--- config.mk ---
export PLATFORM = sky130hd
export DESIGN_NAME = down_counter_4bit
export DESIGN_NICKNAME = d
export VERILOG_FILES = /design/src/rtl/down_counter_4bit.sv
export SDC_FILE = /design/constraint.sdc
export NUM_CORES = 1
export LEC_CHECK = 0
export BUFFER_PORTS_ARGS = -buffer_cell sky130_fd_sc_hd__buf_4
export CAP_MARGIN = 40
export CORE_AREA = 3 3 40 42
export DETAILED_ROUTE_END_ITERATION = 7
export DIE_AREA = 0 0 43 45
export GPL_TIMING_DRIVEN = 0
export PLACE_DENSITY_LB_ADDON = 0.2
export SLEW_MARGIN = 20
export SYNTH_ARGS = -nofsm -noshare
export SYNTH_HDL_FRONTEND = slang
export SYNTH_SLANG_ARGS = --single-unit
export TNS_END_PERCENT = 5
--- constraint.sdc ---
create_clock -name clk -period 1.3 [get_ports clk]
set_input_delay 0.26 -clock clk [delete_from_list [all_inputs] [get_ports clk]]
set_output_delay 0.26 -clock clk [all_outputs]
set_load 0.05 [all_outputs]
--- src/rtl/down_counter_4bit.sv ---
// Loadable down counter with reload register, auto-reload, zero detect and underflow pulse.
// Build option: define DOWN_COUNTER_SAT_EN to saturate at 0 instead of wrapping when auto_reload=0.
module down_counter_4bit #(
    parameter int WIDTH = 4
) (
    input  logic             clk,
    input  logic             reset_n,
    input  logic             enable,
    input  logic             load,
    input  logic [WIDTH-1:0] load_value,
    input  logic             auto_reload,
    output logic [WIDTH-1:0] count,
    output logic             zero,
    output logic             underflow,
    output logic             expired
);

    if (WIDTH < 2 || WIDTH > 16) begin : g_width_check
        $error("down_counter_4bit: WIDTH must be in 2..16");
    end

    logic [WIDTH-1:0] reload_reg;

    // Value taken on an underflow edge when auto_reload is off.
    function automatic logic [WIDTH-1:0] terminal_value();
`ifdef DOWN_COUNTER_SAT_EN
        return '0;
`else
        return '1;
`endif
    endfunction

    assign zero      = (count == '0);
    assign underflow = zero & enable & ~load;

    always_ff @(posedge clk) begin
        if (!reset_n) begin
            count      <= '0;
            reload_reg <= '0;
            expired    <= 1'b0;
        end else if (load) begin
            count      <= load_value;
            reload_reg <= load_value;
            expired    <= 1'b0;
        end else if (enable) begin
            if (zero) begin
                count   <= auto_reload ? reload_reg : terminal_value();
                expired <= 1'b1;
            end else begin
                count <= count - 1'b1;
            end
        end
    end

endmodule

==> report_table.html, run 1 <==
<table>
<tr><th>Metric</th><th>Value</th></tr>
<tr><th colspan="2">Run status</th></tr>
<tr><td>Result of the run</td><td>complete, but fails checks</td></tr>
<tr><td>Violations in the final reports</td><td>setup timing</td></tr>
<tr><th colspan="2">Power</th></tr>
<tr><td>Power per unit of standard cell area</td><td>1150 mW/mm^2</td></tr>
<tr><td>Static leakage</td><td>approximately 0.00031 uW</td></tr>
<tr><td>Maximum vdd ir drop</td><td>about 540 uV</td></tr>
<tr><th colspan="2">Clocking</th></tr>
<tr><td>Count of hold buffers inserted by post-cts repair</td><td>0</td></tr>
<tr><td>Clock tree from TritonCTS</td><td>built</td></tr>
<tr><td>Number of buffers on the longest clock path</td><td>2</td></tr>
<tr><td>Skew-Pair Late Insertion Delay</td><td>roughly 0.26 ns</td></tr>
<tr><td>Clock slew at the register clock pins of the worst setup and hold paths</td><td>around 0.060 ns</td></tr>
<tr><td>Count of H-tree levels built during CTS</td><td>1</td></tr>
<tr><td>CTS buffer count</td><td>3</td></tr>
<tr><td>Sinks on Clock Net</td><td>9</td></tr>
<tr><td>Cell chosen for the clock root</td><td>sky130_fd_sc_hd__clkbuf_4</td></tr>
<tr><th colspan="2">Floorplan</th></tr>
<tr><td>Total number of placement rows</td><td>13</td></tr>
<tr><td>Die outline area</td><td>around 0.0019 mm^2</td></tr>
<tr><td>Placeable core area</td><td>0.00128 mm^2</td></tr>
<tr><td>Boundary pin count</td><td>16</td></tr>
<tr><td>Width of the die</td><td>between 40 and 50 um</td></tr>
<tr><td>Initial core utilization</td><td>between 30% and 40%</td></tr>
<tr><td>Chip height</td><td>~45 um</td></tr>
<tr><th colspan="2">STA</th></tr>
<tr><td>Highest clock frequency the design can meet</td><td>around 0.64 GHz</td></tr>
<tr><td>Total count of max-transition violations in the final report</td><td>0</td></tr>
<tr><td>Unrepaired setup endpoints after global routing</td><td>yes</td></tr>
<tr><td>Min Tclk post-route</td><td>1.57 ns</td></tr>
<tr><td>Final worst path period share</td><td>121%</td></tr>
<tr><td>Final worst clock skew</td><td>0.00262 ns</td></tr>
<tr><td>Least-Margin Pin Slew</td><td>0.272 ns</td></tr>
<tr><td>Final number of hold-violating endpoints</td><td>0</td></tr>
<tr><td>Number of setup violations in the final report</td><td>4</td></tr>
<tr><td>Worst slew margin relative to its limit</td><td>between 80% and 90%</td></tr>
<tr><td>Setup slack after layout</td><td>-0.268 ns</td></tr>
<tr><th colspan="2">Logic synthesis</th></tr>
<tr><td>Netlist area before placement</td><td>450 um^2</td></tr>
<tr><td>Syn Inst Count</td><td>50</td></tr>
<tr><td>Cell types with the highest counts after synthesis</td><td>sky130_fd_sc_hd__dfxtp_1 (9), sky130_fd_sc_hd__inv_1 (5), sky130_fd_sc_hd__nor2_1 (5), sky130_fd_sc_hd__a21oi_1 (4), sky130_fd_sc_hd__mux2i_1 (4)</td></tr>
<tr><td>Net count after synthesis</td><td>60</td></tr>
<tr><td>Proportion of register bits with asynchronous set or reset after synthesis</td><td>0%</td></tr>
<tr><td>Count of synthesis-stage warnings from yosys</td><td>0</td></tr>
<tr><td>Cell with the most instances after synthesis</td><td>sky130_fd_sc_hd__dfxtp_1</td></tr>
<tr><td>Library cells used by synthesis</td><td>25</td></tr>
<tr><td>Largest area contributor in the synthesized netlist</td><td>sky130_fd_sc_hd__dfxtp_1</td></tr>
<tr><td>Top cells by area in the synthesized netlist</td><td>sky130_fd_sc_hd__dfxtp_1 (40%), sky130_fd_sc_hd__mux2i_1 (8.9%), sky130_fd_sc_hd__a22oi_1 (5.0%), sky130_fd_sc_hd__a21oi_1 (4.4%), sky130_fd_sc_hd__inv_1 (4.2%)</td></tr>
<tr><td>Share of the synthesized area in the top cell type</td><td>40.0%</td></tr>
<tr><td>Number of synthesized flops with an enable pin</td><td>0</td></tr>
<tr><td>Top FF cell, synth</td><td>sky130_fd_sc_hd__dfxtp_1</td></tr>
<tr><td>Per-instance average area after synthesis</td><td>about 9.0 um^2</td></tr>
<tr><td>Sequential element share of the synthesized area</td><td>~40%</td></tr>
<tr><td>Number of synthesized register bits</td><td>9</td></tr>
<tr><th colspan="2">Critical path</th></tr>
<tr><td>Worst-path cell with the longest stage delay</td><td>sky130_fd_sc_hd__dfxtp_4</td></tr>
<tr><td>Maximum fanout encountered on the critical timing path</td><td>3</td></tr>
<tr><td>Worst path required time</td><td>roughly 1.0 ns</td></tr>
<tr><td>Number of cells on the worst reg-to-reg path</td><td>7</td></tr>
<tr><td>Delay of the slowest cell on the worst path</td><td>between 0.3 and 0.4 ns</td></tr>
<tr><td>Setup Crit Path Kind</td><td>reg -&gt; out</td></tr>
<tr><td>Worst Path Arrival</td><td>around 1.3 ns</td></tr>
<tr><td>Crit path max-delay family</td><td>simple AND/OR/NAND/NOR gates</td></tr>
<tr><td>Endpoint of the lowest-slack register-to-register path</td><td>count[2]$_SDFFE_PN0P_</td></tr>
<tr><td>Crit path buf inv count</td><td>2</td></tr>
<tr><td>Internal reg-to-reg setup slack</td><td>-0.07 ns</td></tr>
<tr><td>Startpoint of the lowest-slack register-to-register path</td><td>count[1]$_SDFFE_PN0P_</td></tr>
<tr><td>Critical path startpoint</td><td>count[1]$_SDFFE_PN0P_</td></tr>
<tr><td>Endpoint type of the worst setup path</td><td>primary output</td></tr>
<tr><td>Startpoint class of the critical path</td><td>flop</td></tr>
<tr><td>Worst-path cell chain</td><td>inv_4 -&gt; ha_4 -&gt; nor3b_4 -&gt; and2_4 -&gt; buf_8</td></tr>
<tr><th colspan="2">Cells and area</th></tr>
<tr><td>Layout fillers</td><td>125</td></tr>
<tr><td>Number of antenna repair diodes</td><td>0</td></tr>
<tr><td>Layout overhead on the synthesized area</td><td>53.6%</td></tr>
<tr><td>Fin util</td><td>roughly 54%</td></tr>
<tr><td>Final net count</td><td>between 80 and 90</td></tr>
<tr><td>Proportion of layout cells with a drive suffix above 1</td><td>43.2%</td></tr>
<tr><th colspan="2">Global route</th></tr>
<tr><td>Final global-route overflow total</td><td>0</td></tr>
<tr><td>Total routing usage reported by global routing</td><td>12.8%</td></tr>
<tr><td>Maximum number of pins on one net before global-route repair</td><td>11</td></tr>
<tr><td>Antenna violations before repair</td><td>0</td></tr>
<tr><td>Wire length of the first global-routing pass</td><td>around 1800 um</td></tr>
<tr><td>Number of global-route vias before repair</td><td>between 400 and 500</td></tr>
<tr><th colspan="2">Routing</th></tr>
<tr><td>Final WL</td><td>1100 um</td></tr>
<tr><td>1st-pass router iterations</td><td>2</td></tr>
<tr><td>Number of routed nets with antenna violations</td><td>0</td></tr>
<tr><td>Routed length per placed instance</td><td>~12 um</td></tr>
<tr><td>Residual DRC</td><td>0</td></tr>
<tr><td>Mean number of vias per cell</td><td>5.11</td></tr>
<tr><td>Starting DRC count in detailed routing</td><td>7</td></tr>
<tr><td>Via count</td><td>455</td></tr>
<tr><th colspan="2">Hold path</th></tr>
<tr><td>Classification of the worst-slack hold path</td><td>in -&gt; reg</td></tr>
<tr><td>Hold-critical path endpoint</td><td>reload_reg[0]$_SDFFE_PN0P_</td></tr>
<tr><td>Startpoint of the lowest-slack hold path</td><td>load_value[0]</td></tr>
<tr><td>Cell depth of the worst min-delay path</td><td>3</td></tr>
<tr><th colspan="2">Place</th></tr>
<tr><td>HPWL after detailed placement</td><td>just under 800 um</td></tr>
<tr><td>Post-Place Setup Slack</td><td>-0.175 ns</td></tr>
<tr><td>Count of input and output buffers</td><td>15</td></tr>
<tr><td>Routability congestion estimate from global placement</td><td>0.722</td></tr>
<tr><th colspan="2">Flow run</th></tr>
<tr><td>Maxcap violations</td><td>0</td></tr>
</table>
## cells by family after synthesis
kind of cell | after synthesis | share of synthesized area, %
and+or+nand+nor | 16 | 21.9
AOI/OAI and AO/OA | 13 | 20.3
DFF | 9 | 40.0
buffers and inverters | 7 | 6.11
muxes | 4 | 8.89
adders and majority gates | 1 | 2.78
## repair_timing
item                                    4_1_cts  5_1_grt
buffers inserted                              4        1
resized for setup                             3        3
endpoints found under the setup margin        2        7
pin swaps                                     2        5
## report_power, final
part / switching [uW] / internal, uW
Sequential: 21.7 / 295
Combinational: 144 / 119
Clock: 99.7 / 118
## worst register-to-register path, stage by stage, from the launching register on
cell and delay [ns]:
sky130_fd_sc_hd__dfxtp_4 0.35, sky130_fd_sc_hd__inv_4 0.05, sky130_fd_sc_hd__ha_4 0.12, sky130_fd_sc_hd__buf_4 0.10, sky130_fd_sc_hd__buf_6 0.09, sky130_fd_sc_hd__nor2b_1 0.16, sky130_fd_sc_hd__o311ai_1 0.11, sky130_fd_sc_hd__a221oi_1 0.27
## through the flow
stage	hold slack (ns)	area (um^2)	TNS [ns]	total power [uW]	cells
2_1_floorplan	0.407	479	-1.56	481	50
3_3_place_gp	0.471	611	-0.187	552	80
3_5_place_dp	0.490	611	-0.239	554	80
4_1_cts	0.244	677	-0.512	795	88
5_1_grt	0.263	692	-0.852	845	89
6_report	0.243	692	-0.557	798	89
## how the worst max path moves through the flow
stage,endpoint,slack (ns),cells past startpoint
2_1_floorplan,underflow,-0.49,4
3_5_place_dp,underflow,-0.17,5
4_1_cts,underflow,-0.29,5
6_report,underflow,-0.27,5
5_1_grt,underflow,-0.33,5
3_3_place_gp,underflow,-0.15,5
## metal layers
layer  GRT usage (%)  vias to the layer above  part of all wire (%)
li1                -                      230                     -
met1            16.4                      210                    49
met2            18.6                       13                    43
met3            4.78                        2                   6.6
met5               0                        -                     0
met4            7.23                        0                   1.0
## area by class of cell
type / count / area, um^2 / area share, %
multi-input combinational: 34 / 264 / 38.2
timing repair buffer: 20 / 161 / 23.3
clock buffer: 4 / 26.3 / 3.80
inverter: 6 / 27.5 / 3.98
sequential: 9 / 189 / 27.3
tap: 15 / 18.8 / 2.71
buffer: 1 / 5.00 / 0.723
## cells in the final DEF, fill, tap and decap left out, drive strengths merged, types with 2 or more instances in the layout
cell,n
nor2,5
dfxtp,9
a22oi,3
clkbuf,4
o221ai,2
inv,5
buf,21
a21oi,4
mux2i,4
(Power assumes the default switching activity.)
==> run 2: changes to the inputs <==
--- a/config.mk
+++ b/config.mk
@@ -7,9 +7,9 @@
 export LEC_CHECK = 0
 export BUFFER_PORTS_ARGS = -buffer_cell sky130_fd_sc_hd__buf_4
 export CAP_MARGIN = 40
-export CORE_AREA = 3 3 40 42
+export CORE_AREA = 2 2 39 41
 export DETAILED_ROUTE_END_ITERATION = 7
-export DIE_AREA = 0 0 43 45
+export DIE_AREA = 0 0 41 43
 export GPL_TIMING_DRIVEN = 0
 export PLACE_DENSITY_LB_ADDON = 0.2
 export SLEW_MARGIN = 20
==> run 2 against run 1 <==
Effect of this change: the run still ends with setup timing left; register-to-register slack worse by 0.11 ns; sequential power hardly changed; sequential share of layout area shrank 1.3 points; clock power is essentially flat; cell count rose by 4.5%; utilization decreased by 1.4 points; maximum frequency is 0.95% higher; clock skew fell by 0.0016 ns; clock-buffer cell count did not move; non-clock buffer count up 3; setup slack improved by 0.015 ns; flip-flop and latch count unchanged.
==> report_table.html, run 2 (synthesized netlist as in run 1, its figures left out) <==
<table>
<tr><th>Metric</th><th>Value</th></tr>
<tr><th colspan="2">Routing</th></tr>
<tr><td>1st-pass router iterations</td><td>2</td></tr>
<tr><td>Via count</td><td>approximately 470</td></tr>
<tr><td>Starting DRC count in detailed routing</td><td>7</td></tr>
<tr><td>Mean number of vias per cell</td><td>~5</td></tr>
<tr><td>Residual DRC</td><td>0</td></tr>
<tr><td>Number of routed nets with antenna violations</td><td>0</td></tr>
<tr><td>Final WL</td><td>1140 um</td></tr>
<tr><td>Routed length per placed instance</td><td>roughly 12 um</td></tr>
<tr><th colspan="2">Critical path</th></tr>
<tr><td>Endpoint of the lowest-slack register-to-register path</td><td>count[1]$_SDFFE_PN0P_</td></tr>
<tr><td>Worst-path cell with the longest stage delay</td><td>sky130_fd_sc_hd__dfxtp_4</td></tr>
<tr><td>Setup Crit Path Kind</td><td>reg -&gt; out</td></tr>
<tr><td>Delay of the slowest cell on the worst path</td><td>0.35 ns</td></tr>
<tr><td>Internal reg-to-reg setup slack</td><td>-0.18 ns</td></tr>
<tr><td>Worst Path Arrival</td><td>1.29 ns</td></tr>
<tr><td>Endpoint type of the worst setup path</td><td>primary output</td></tr>
<tr><td>Worst path required time</td><td>1.04 ns</td></tr>
<tr><td>Startpoint of the lowest-slack register-to-register path</td><td>count[0]$_SDFFE_PN0P_</td></tr>
<tr><td>Worst-path cell chain</td><td>inv_4 -&gt; ha_4 -&gt; nor3b_4 -&gt; and2_4 -&gt; buf_8</td></tr>
<tr><td>Startpoint class of the critical path</td><td>flop</td></tr>
<tr><td>Maximum fanout encountered on the critical timing path</td><td>2</td></tr>
<tr><td>Number of cells on the worst reg-to-reg path</td><td>8</td></tr>
<tr><th colspan="2">Floorplan</th></tr>
<tr><td>Total number of placement rows</td><td>14</td></tr>
<tr><td>Die outline area</td><td>0.00176 mm^2</td></tr>
<tr><td>Initial core utilization</td><td>between 30% and 40%</td></tr>
<tr><td>Boundary pin count</td><td>16</td></tr>
<tr><td>Chip height</td><td>about 43 um</td></tr>
<tr><td>Placeable core area</td><td>about 0.0014 mm^2</td></tr>
<tr><td>Width of the die</td><td>between 40 and 50 um</td></tr>
<tr><th colspan="2">STA</th></tr>
<tr><td>Setup slack after layout</td><td>-0.253 ns</td></tr>
<tr><td>Total count of max-transition violations in the final report</td><td>0</td></tr>
<tr><td>Worst slew margin relative to its limit</td><td>about four fifths</td></tr>
<tr><td>Min Tclk post-route</td><td>between 1.5 and 2 ns</td></tr>
<tr><td>Least-Margin Pin Slew</td><td>about 0.28 ns</td></tr>
<tr><td>Unrepaired setup endpoints after global routing</td><td>yes</td></tr>
<tr><td>Number of setup violations in the final report</td><td>5</td></tr>
<tr><td>Final worst hold slack</td><td>around 0.25 ns</td></tr>
<tr><td>Final worst path period share</td><td>119%</td></tr>
<tr><td>Final worst clock skew</td><td>0.000999 ns</td></tr>
<tr><td>Final number of hold-violating endpoints</td><td>0</td></tr>
<tr><td>Highest clock frequency the design can meet</td><td>about 0.64 GHz</td></tr>
<tr><th colspan="2">Place</th></tr>
<tr><td>Count of input and output buffers</td><td>15</td></tr>
<tr><td>HPWL after detailed placement</td><td>between 700 and 800 um</td></tr>
<tr><td>Number of placed cells counting well taps</td><td>slightly above 80</td></tr>
<tr><td>Routability congestion estimate from global placement</td><td>about 0.74</td></tr>
<tr><td>Placed cell areas</td><td>612 um^2</td></tr>
<tr><td>Post-Place Setup Slack</td><td>-0.148 ns</td></tr>
<tr><th colspan="2">Power</th></tr>
<tr><td>Static leakage</td><td>between 0.0003 and 0.0004 uW</td></tr>
<tr><td>Power per unit of standard cell area</td><td>approximately 1100 mW/mm^2</td></tr>
<tr><td>Post-route total power</td><td>between 800 and 900 uW</td></tr>
<tr><td>Maximum vdd ir drop</td><td>roughly 560 uV</td></tr>
<tr><th colspan="2">Global route</th></tr>
<tr><td>Number of global-route vias before repair</td><td>between 400 and 500</td></tr>
<tr><td>Final global-route overflow total</td><td>0</td></tr>
<tr><td>Maximum number of pins on one net before global-route repair</td><td>11</td></tr>
<tr><td>Wire length of the first global-routing pass</td><td>between 1500 and 2000 um</td></tr>
<tr><td>Antenna violations before repair</td><td>0</td></tr>
<tr><td>Total routing usage reported by global routing</td><td>15.9%</td></tr>
<tr><th colspan="2">Cells and area</th></tr>
<tr><td>Final net count</td><td>roughly 90</td></tr>
<tr><td>Number of antenna repair diodes</td><td>0</td></tr>
<tr><td>Post-route cell area</td><td>a little over 700 um^2</td></tr>
<tr><td>Most frequent cells in the layout</td><td>sky130_fd_sc_hd__buf_4 (21), sky130_fd_sc_hd__dfxtp_1 (6), sky130_fd_sc_hd__nor2_1 (5)</td></tr>
<tr><td>Layout overhead on the synthesized area</td><td>61.1%</td></tr>
<tr><td>Proportion of layout cells with a drive suffix above 1</td><td>between 40% and 50%</td></tr>
<tr><td>Number of standard cells in the layout, taps in and fillers out</td><td>93</td></tr>
<tr><td>Most common library cell in the layout ignoring fill and taps</td><td>sky130_fd_sc_hd__buf_4</td></tr>
<tr><td>Layout fillers</td><td>between 100 and 150</td></tr>
<tr><th colspan="2">Run status</th></tr>
<tr><td>Violations in the final reports</td><td>setup timing</td></tr>
<tr><td>Result of the run</td><td>complete, but fails checks</td></tr>
<tr><th colspan="2">Clocking</th></tr>
<tr><td>Count of H-tree levels built during CTS</td><td>1</td></tr>
<tr><td>Sinks on Clock Net</td><td>9</td></tr>
<tr><td>Cell chosen for the clock root</td><td>sky130_fd_sc_hd__clkbuf_4</td></tr>
<tr><td>Clock slew at the register clock pins of the worst setup and hold paths</td><td>~0.060 ns</td></tr>
<tr><td>Clock tree from TritonCTS</td><td>built</td></tr>
<tr><td>Skew-Pair Late Insertion Delay</td><td>approximately 0.26 ns</td></tr>
<tr><td>Number of buffers on the longest clock path</td><td>2</td></tr>
<tr><td>CTS buffer count</td><td>3</td></tr>
<tr><th colspan="2">Hold path</th></tr>
<tr><td>Cell depth of the worst min-delay path</td><td>3</td></tr>
<tr><td>Hold-critical path endpoint</td><td>reload_reg[1]$_SDFFE_PN0P_</td></tr>
<tr><td>Startpoint of the lowest-slack hold path</td><td>load_value[1]</td></tr>
<tr><td>Classification of the worst-slack hold path</td><td>in -&gt; reg</td></tr>
<tr><th colspan="2">Flow run</th></tr>
<tr><td>Maxcap violations</td><td>0</td></tr>
</table>
run 2: changes by cell type in the layout (fill, tap and decap cells not counted):
cell | previous run | this run
sky130_fd_sc_hd__a21oi_2 | 0 | 1
sky130_fd_sc_hd__o221ai_2 | 0 | 1
sky130_fd_sc_hd__a21oi_1 | 4 | 3
sky130_fd_sc_hd__buf_4 | 18 | 21
sky130_fd_sc_hd__o221ai_1 | 2 | 1
run 2: through the flow:
stage	setup TNS (ns)	utilization, %
after floorplan	-1.56	-
after global placement	-0.219	44.2
after detailed placement	-0.187	44.2
after CTS	-0.822	52.2
after global routing	-1.24	52.4
final	-0.856	52.4
run 2: area by class of cell:
type	instances	area, um^2	share of cell area (%)
timing repair buffer	23	184	25.3
clock buffer	4	26.3	3.62
buffer	1	5.00	0.690
tap	16	20.0	2.76
inverter	6	27.5	3.79
multi-input combinational	34	274	37.8
sequential	9	189	26.0
run 2: where the power goes:
part / total (uW) / internal [uW] / switching (uW)
Clock: 217 / 118 / 98.9
Combinational: 292 / 138 / 154
Sequential: 317 / 295 / 21.2
run 2: repair_timing:
item	in CTS	in global routing
resized for setup	6	2
buffers inserted	8	0
hold buffers	0	0
endpoints found under the setup margin	2	8
pin swaps	4	3
run 2: worst max-delay path, delay by kind of cell (launching register included):
kind	cells	cell delay, ns
adder cells (fa/ha/maj)	1	0.13
buffers and inverters	2	0.18
flip-flops	1	0.35
AND/OR/NAND/NOR	2	0.37
run 2: per-layer routing:
metal	track usage (%)	up-vias	part of all wire, %
li1	-	237	-
met1	18.9	227	44
met2	22.8	8	52
met3	4.71	2	3.2
met4	12.0	0	1.1
met5	0	-	0
run 2: how the worst max path moves through the flow:
stage	startpoint	endpoint	slack (ns)
after floorplan	count[1]$_SDFFE_PN0P_	underflow	-0.49
final	count[1]$_SDFFE_PN0P_	underflow	-0.25
after global placement	count[0]$_SDFFE_PN0P_	underflow	-0.17
after CTS	count[0]$_SDFFE_PN0P_	underflow	-0.26
after detailed placement	count[1]$_SDFFE_PN0P_	underflow	-0.15
after global routing	count[1]$_SDFFE_PN0P_	underflow	-0.31
==> run 3: changes to the inputs <==
--- a/config.mk
+++ b/config.mk
@@ -11,7 +11,7 @@
 export DETAILED_ROUTE_END_ITERATION = 7
 export DIE_AREA = 0 0 41 43
 export GPL_TIMING_DRIVEN = 0
-export PLACE_DENSITY_LB_ADDON = 0.2
+export PLACE_DENSITY = 0.55
 export SLEW_MARGIN = 20
 export SYNTH_ARGS = -nofsm -noshare
 export SYNTH_HDL_FRONTEND = slang
==> run 3 against run 2 <==
Effect of this change: the run still ends with setup timing left; first-iteration DRC count grew 43%; non-clock buffer count is the same; design area decreased by 1.0%.
==> report_table.html, run 3 (synthesized netlist as in run 1, its figures left out) <==
<table>
<tr><th>Metric</th><th>Value</th></tr>
<tr><th colspan="2">Power</th></tr>
<tr><td>Part of the total power dissipated in combinational logic</td><td>approximately a third</td></tr>
<tr><td>Post-route total power</td><td>between 800 and 900 uW</td></tr>
<tr><td>Net Switching</td><td>roughly 270 uW</td></tr>
<tr><td>Power per unit of standard cell area</td><td>1150 mW/mm^2</td></tr>
<tr><td>Proportion of total power due to net switching</td><td>about 33%</td></tr>
<tr><td>Internal power contribution</td><td>between 500 and 600 uW</td></tr>
<tr><td>Maximum vdd ir drop</td><td>442 uV</td></tr>
<tr><td>Static leakage</td><td>around 0.00032 uW</td></tr>
<tr><td>Clock power frac</td><td>26.8%</td></tr>
<tr><td>Part of the total power dissipated in sequential elements</td><td>38.3%</td></tr>
<tr><th colspan="2">Run status</th></tr>
<tr><td>Result of the run</td><td>complete, but fails checks</td></tr>
<tr><td>Violations in the final reports</td><td>setup timing</td></tr>
<tr><th colspan="2">Critical path</th></tr>
<tr><td>Maximum fanout encountered on the critical timing path</td><td>2</td></tr>
<tr><td>Crit path max-delay family</td><td>flip-flops</td></tr>
<tr><td>Startpoint class of the critical path</td><td>flop</td></tr>
<tr><td>Worst Path Arrival</td><td>around 1.3 ns</td></tr>
<tr><td>Endpoint type of the worst setup path</td><td>primary output</td></tr>
<tr><td>Delay of the slowest cell on the worst path</td><td>approximately 0.35 ns</td></tr>
<tr><td>Worst-path cell with the longest stage delay</td><td>sky130_fd_sc_hd__dfxtp_4</td></tr>
<tr><td>Worst path required time</td><td>roughly 1.0 ns</td></tr>
<tr><td>Crit path buf inv count</td><td>2</td></tr>
<tr><td>Setup Crit Path Kind</td><td>reg -&gt; out</td></tr>
<tr><td>Worst-path cell chain</td><td>inv_4 -&gt; ha_4 -&gt; nor3b_4 -&gt; and2_4 -&gt; buf_8</td></tr>
<tr><th colspan="2">Routing</th></tr>
<tr><td>Mean number of vias per cell</td><td>roughly 5.2</td></tr>
<tr><td>Via count</td><td>between 400 and 500</td></tr>
<tr><td>Number of routed nets with antenna violations</td><td>0</td></tr>
<tr><td>Final WL</td><td>between 1000 and 1500 um</td></tr>
<tr><td>Starting DRC count in detailed routing</td><td>10</td></tr>
<tr><td>Residual DRC</td><td>0</td></tr>
<tr><td>Routed length per placed instance</td><td>around 13 um</td></tr>
<tr><td>1st-pass router iterations</td><td>4</td></tr>
<tr><th colspan="2">Floorplan</th></tr>
<tr><td>Boundary pin count</td><td>16</td></tr>
<tr><td>Total number of placement rows</td><td>14</td></tr>
<tr><td>Die outline area</td><td>between 0.0015 and 0.002 mm^2</td></tr>
<tr><td>Width of the die</td><td>slightly above 40 um</td></tr>
<tr><td>Chip height</td><td>~43 um</td></tr>
<tr><td>Initial core utilization</td><td>between 30 and 40%</td></tr>
<tr><td>Placeable core area</td><td>0.00138 mm^2</td></tr>
<tr><th colspan="2">Clocking</th></tr>
<tr><td>Sinks on Clock Net</td><td>9</td></tr>
<tr><td>Cell chosen for the clock root</td><td>sky130_fd_sc_hd__clkbuf_4</td></tr>
<tr><td>Skew-Pair Late Insertion Delay</td><td>approximately 0.26 ns</td></tr>
<tr><td>CTS buffer count</td><td>3</td></tr>
<tr><td>Clock tree from TritonCTS</td><td>built</td></tr>
<tr><td>Count of H-tree levels built during CTS</td><td>1</td></tr>
<tr><td>Clock slew at the register clock pins of the worst setup and hold paths</td><td>around 0.060 ns</td></tr>
<tr><td>Number of buffers on the longest clock path</td><td>2</td></tr>
<tr><th colspan="2">Global route</th></tr>
<tr><td>Wire length of the first global-routing pass</td><td>about 1900 um</td></tr>
<tr><td>Total routing usage reported by global routing</td><td>around 16%</td></tr>
<tr><td>Antenna violations before repair</td><td>0</td></tr>
<tr><td>Number of global-route vias before repair</td><td>between 400 and 500</td></tr>
<tr><td>Final global-route overflow total</td><td>0</td></tr>
<tr><td>Maximum number of pins on one net before global-route repair</td><td>11</td></tr>
<tr><th colspan="2">STA</th></tr>
<tr><td>Post-route setup TNS</td><td>-0.677 ns</td></tr>
<tr><td>Worst slew margin relative to its limit</td><td>81.4%</td></tr>
<tr><td>Total count of max-transition violations in the final report</td><td>0</td></tr>
<tr><td>Highest clock frequency the design can meet</td><td>0.653 GHz</td></tr>
<tr><td>Setup slack after layout</td><td>-0.232 ns</td></tr>
<tr><td>Final worst path period share</td><td>118%</td></tr>
<tr><td>Final worst clock skew</td><td>approximately 0.0026 ns</td></tr>
<tr><td>Least-Margin Pin Slew</td><td>around 0.28 ns</td></tr>
<tr><td>Number of setup violations in the final report</td><td>6</td></tr>
<tr><td>Final number of hold-violating endpoints</td><td>0</td></tr>
<tr><td>Min Tclk post-route</td><td>1.53 ns</td></tr>
<tr><td>Unrepaired setup endpoints after global routing</td><td>yes</td></tr>
<tr><th colspan="2">Cells and area</th></tr>
<tr><td>Layout overhead on the synthesized area</td><td>59.4%</td></tr>
<tr><td>Most common library cell in the layout ignoring fill and taps</td><td>sky130_fd_sc_hd__buf_4</td></tr>
<tr><td>Post-route cell area</td><td>between 700 and 800 um^2</td></tr>
<tr><td>Number of antenna repair diodes</td><td>0</td></tr>
<tr><td>Final net count</td><td>88</td></tr>
<tr><td>Most frequent cells in the layout</td><td>sky130_fd_sc_hd__buf_4 (21), sky130_fd_sc_hd__dfxtp_1 (7), sky130_fd_sc_hd__nor2_1 (5)</td></tr>
<tr><td>Fin util</td><td>~52%</td></tr>
<tr><td>Proportion of layout cells with a drive suffix above 1</td><td>between 40% and 50%</td></tr>
<tr><th colspan="2">Flow run</th></tr>
<tr><td>Maxcap violations</td><td>0</td></tr>
<tr><th colspan="2">Place</th></tr>
<tr><td>Count of input and output buffers</td><td>15</td></tr>
<tr><td>HPWL after detailed placement</td><td>between 800 and 900 um</td></tr>
<tr><td>Routability congestion estimate from global placement</td><td>between 0.7 and 0.8</td></tr>
<tr><td>Placed cell areas</td><td>roughly 610 um^2</td></tr>
<tr><th colspan="2">Hold path</th></tr>
<tr><td>Classification of the worst-slack hold path</td><td>in -&gt; reg</td></tr>
</table>
run 3: cell counts in the layout (fill, tap and decap cells not counted):
Identical to the previous run, type by type.
run 3: power by group through the flow:
| stage | Combinational (uW) | Sequential, uW | Clock (uW) |
|---|---|---|---|
| after floorplan | 120 | 361 | 0 |
| after global placement | 229 | 324 | 0 |
| after detailed placement | 231 | 325 | 0 |
| after CTS | 273 | 315 | 225 |
| after global routing | 309 | 318 | 243 |
| final | 287 | 315 | 220 |
run 3: area by class of cell:
type	count	area, um^2
fill	159	666
multi-input combinational	34	264
sequential	9	188
timing repair buffer	23	188
inverter	6	27.5
clock buffer	4	26.3
tap	16	20.0
buffer	1	5.00
run 3: repair_timing:
| action | in CTS | in global routing |
|---|---|---|
| pin swaps | 3 | 2 |
| gates cloned | 0 | 0 |
| setup endpoints to repair | 2 | 7 |
| hold buffers | 0 | 0 |
| endpoints found under the hold margin | 0 | 0 |
| gates resized for setup | 4 | 2 |
| buffers inserted | 6 | 2 |
run 3: worst register-to-register path: stages (launching register included):
cell and delay, ns:
sky130_fd_sc_hd__dfxtp_4 0.36, sky130_fd_sc_hd__inv_4 0.03, sky130_fd_sc_hd__ha_4 0.15, sky130_fd_sc_hd__buf_4 0.12, sky130_fd_sc_hd__buf_4 0.13, sky130_fd_sc_hd__nor2b_1 0.14, sky130_fd_sc_hd__a211oi_1 0.21, sky130_fd_sc_hd__o22ai_1 0.11
run 3: stage by stage:
stage | hold WS, ns | setup slack, ns | cells
6_report | 0.245 | -0.232 | 93
5_1_grt | 0.249 | -0.288 | 93
4_1_cts | 0.247 | -0.247 | 91
3_5_place_dp | 0.492 | -0.153 | 81
3_3_place_gp | 0.477 | -0.160 | 81
2_1_floorplan | 0.407 | -0.488 | 50
run 3: path summary, 6_finish.rpt:
path / from / end / slack (ns) / depth (start not counted)
hold / removal: load_value[1] / reload_reg[1]$_SDFFE_PN0P_ / 0.25 / 3
setup reg to reg: count[1]$_SDFFE_PN0P_ / count[3]$_SDFFE_PN0P_ / -0.07 / 7
hold reg to reg: reload_reg[3]$_SDFFE_PN0P_ / reload_reg[3]$_SDFFE_PN0P_ / 0.50 / 2
setup / recovery: count[1]$_SDFFE_PN0P_ / underflow / -0.23 / 5
run 3: layer usage:
metal / wire, um / vias to the layer above / track usage, % / part of all wire [%]
met3: 51 / 2 / 1.57 / 4.3
met2: 593 / 11 / 24.4 / 50
met5: 0 / - / 0 / 0
met1: 530 / 234 / 21.4 / 45
li1: - / 240 / - / -
met4: 8 / 0 / 8.00 / 0.68
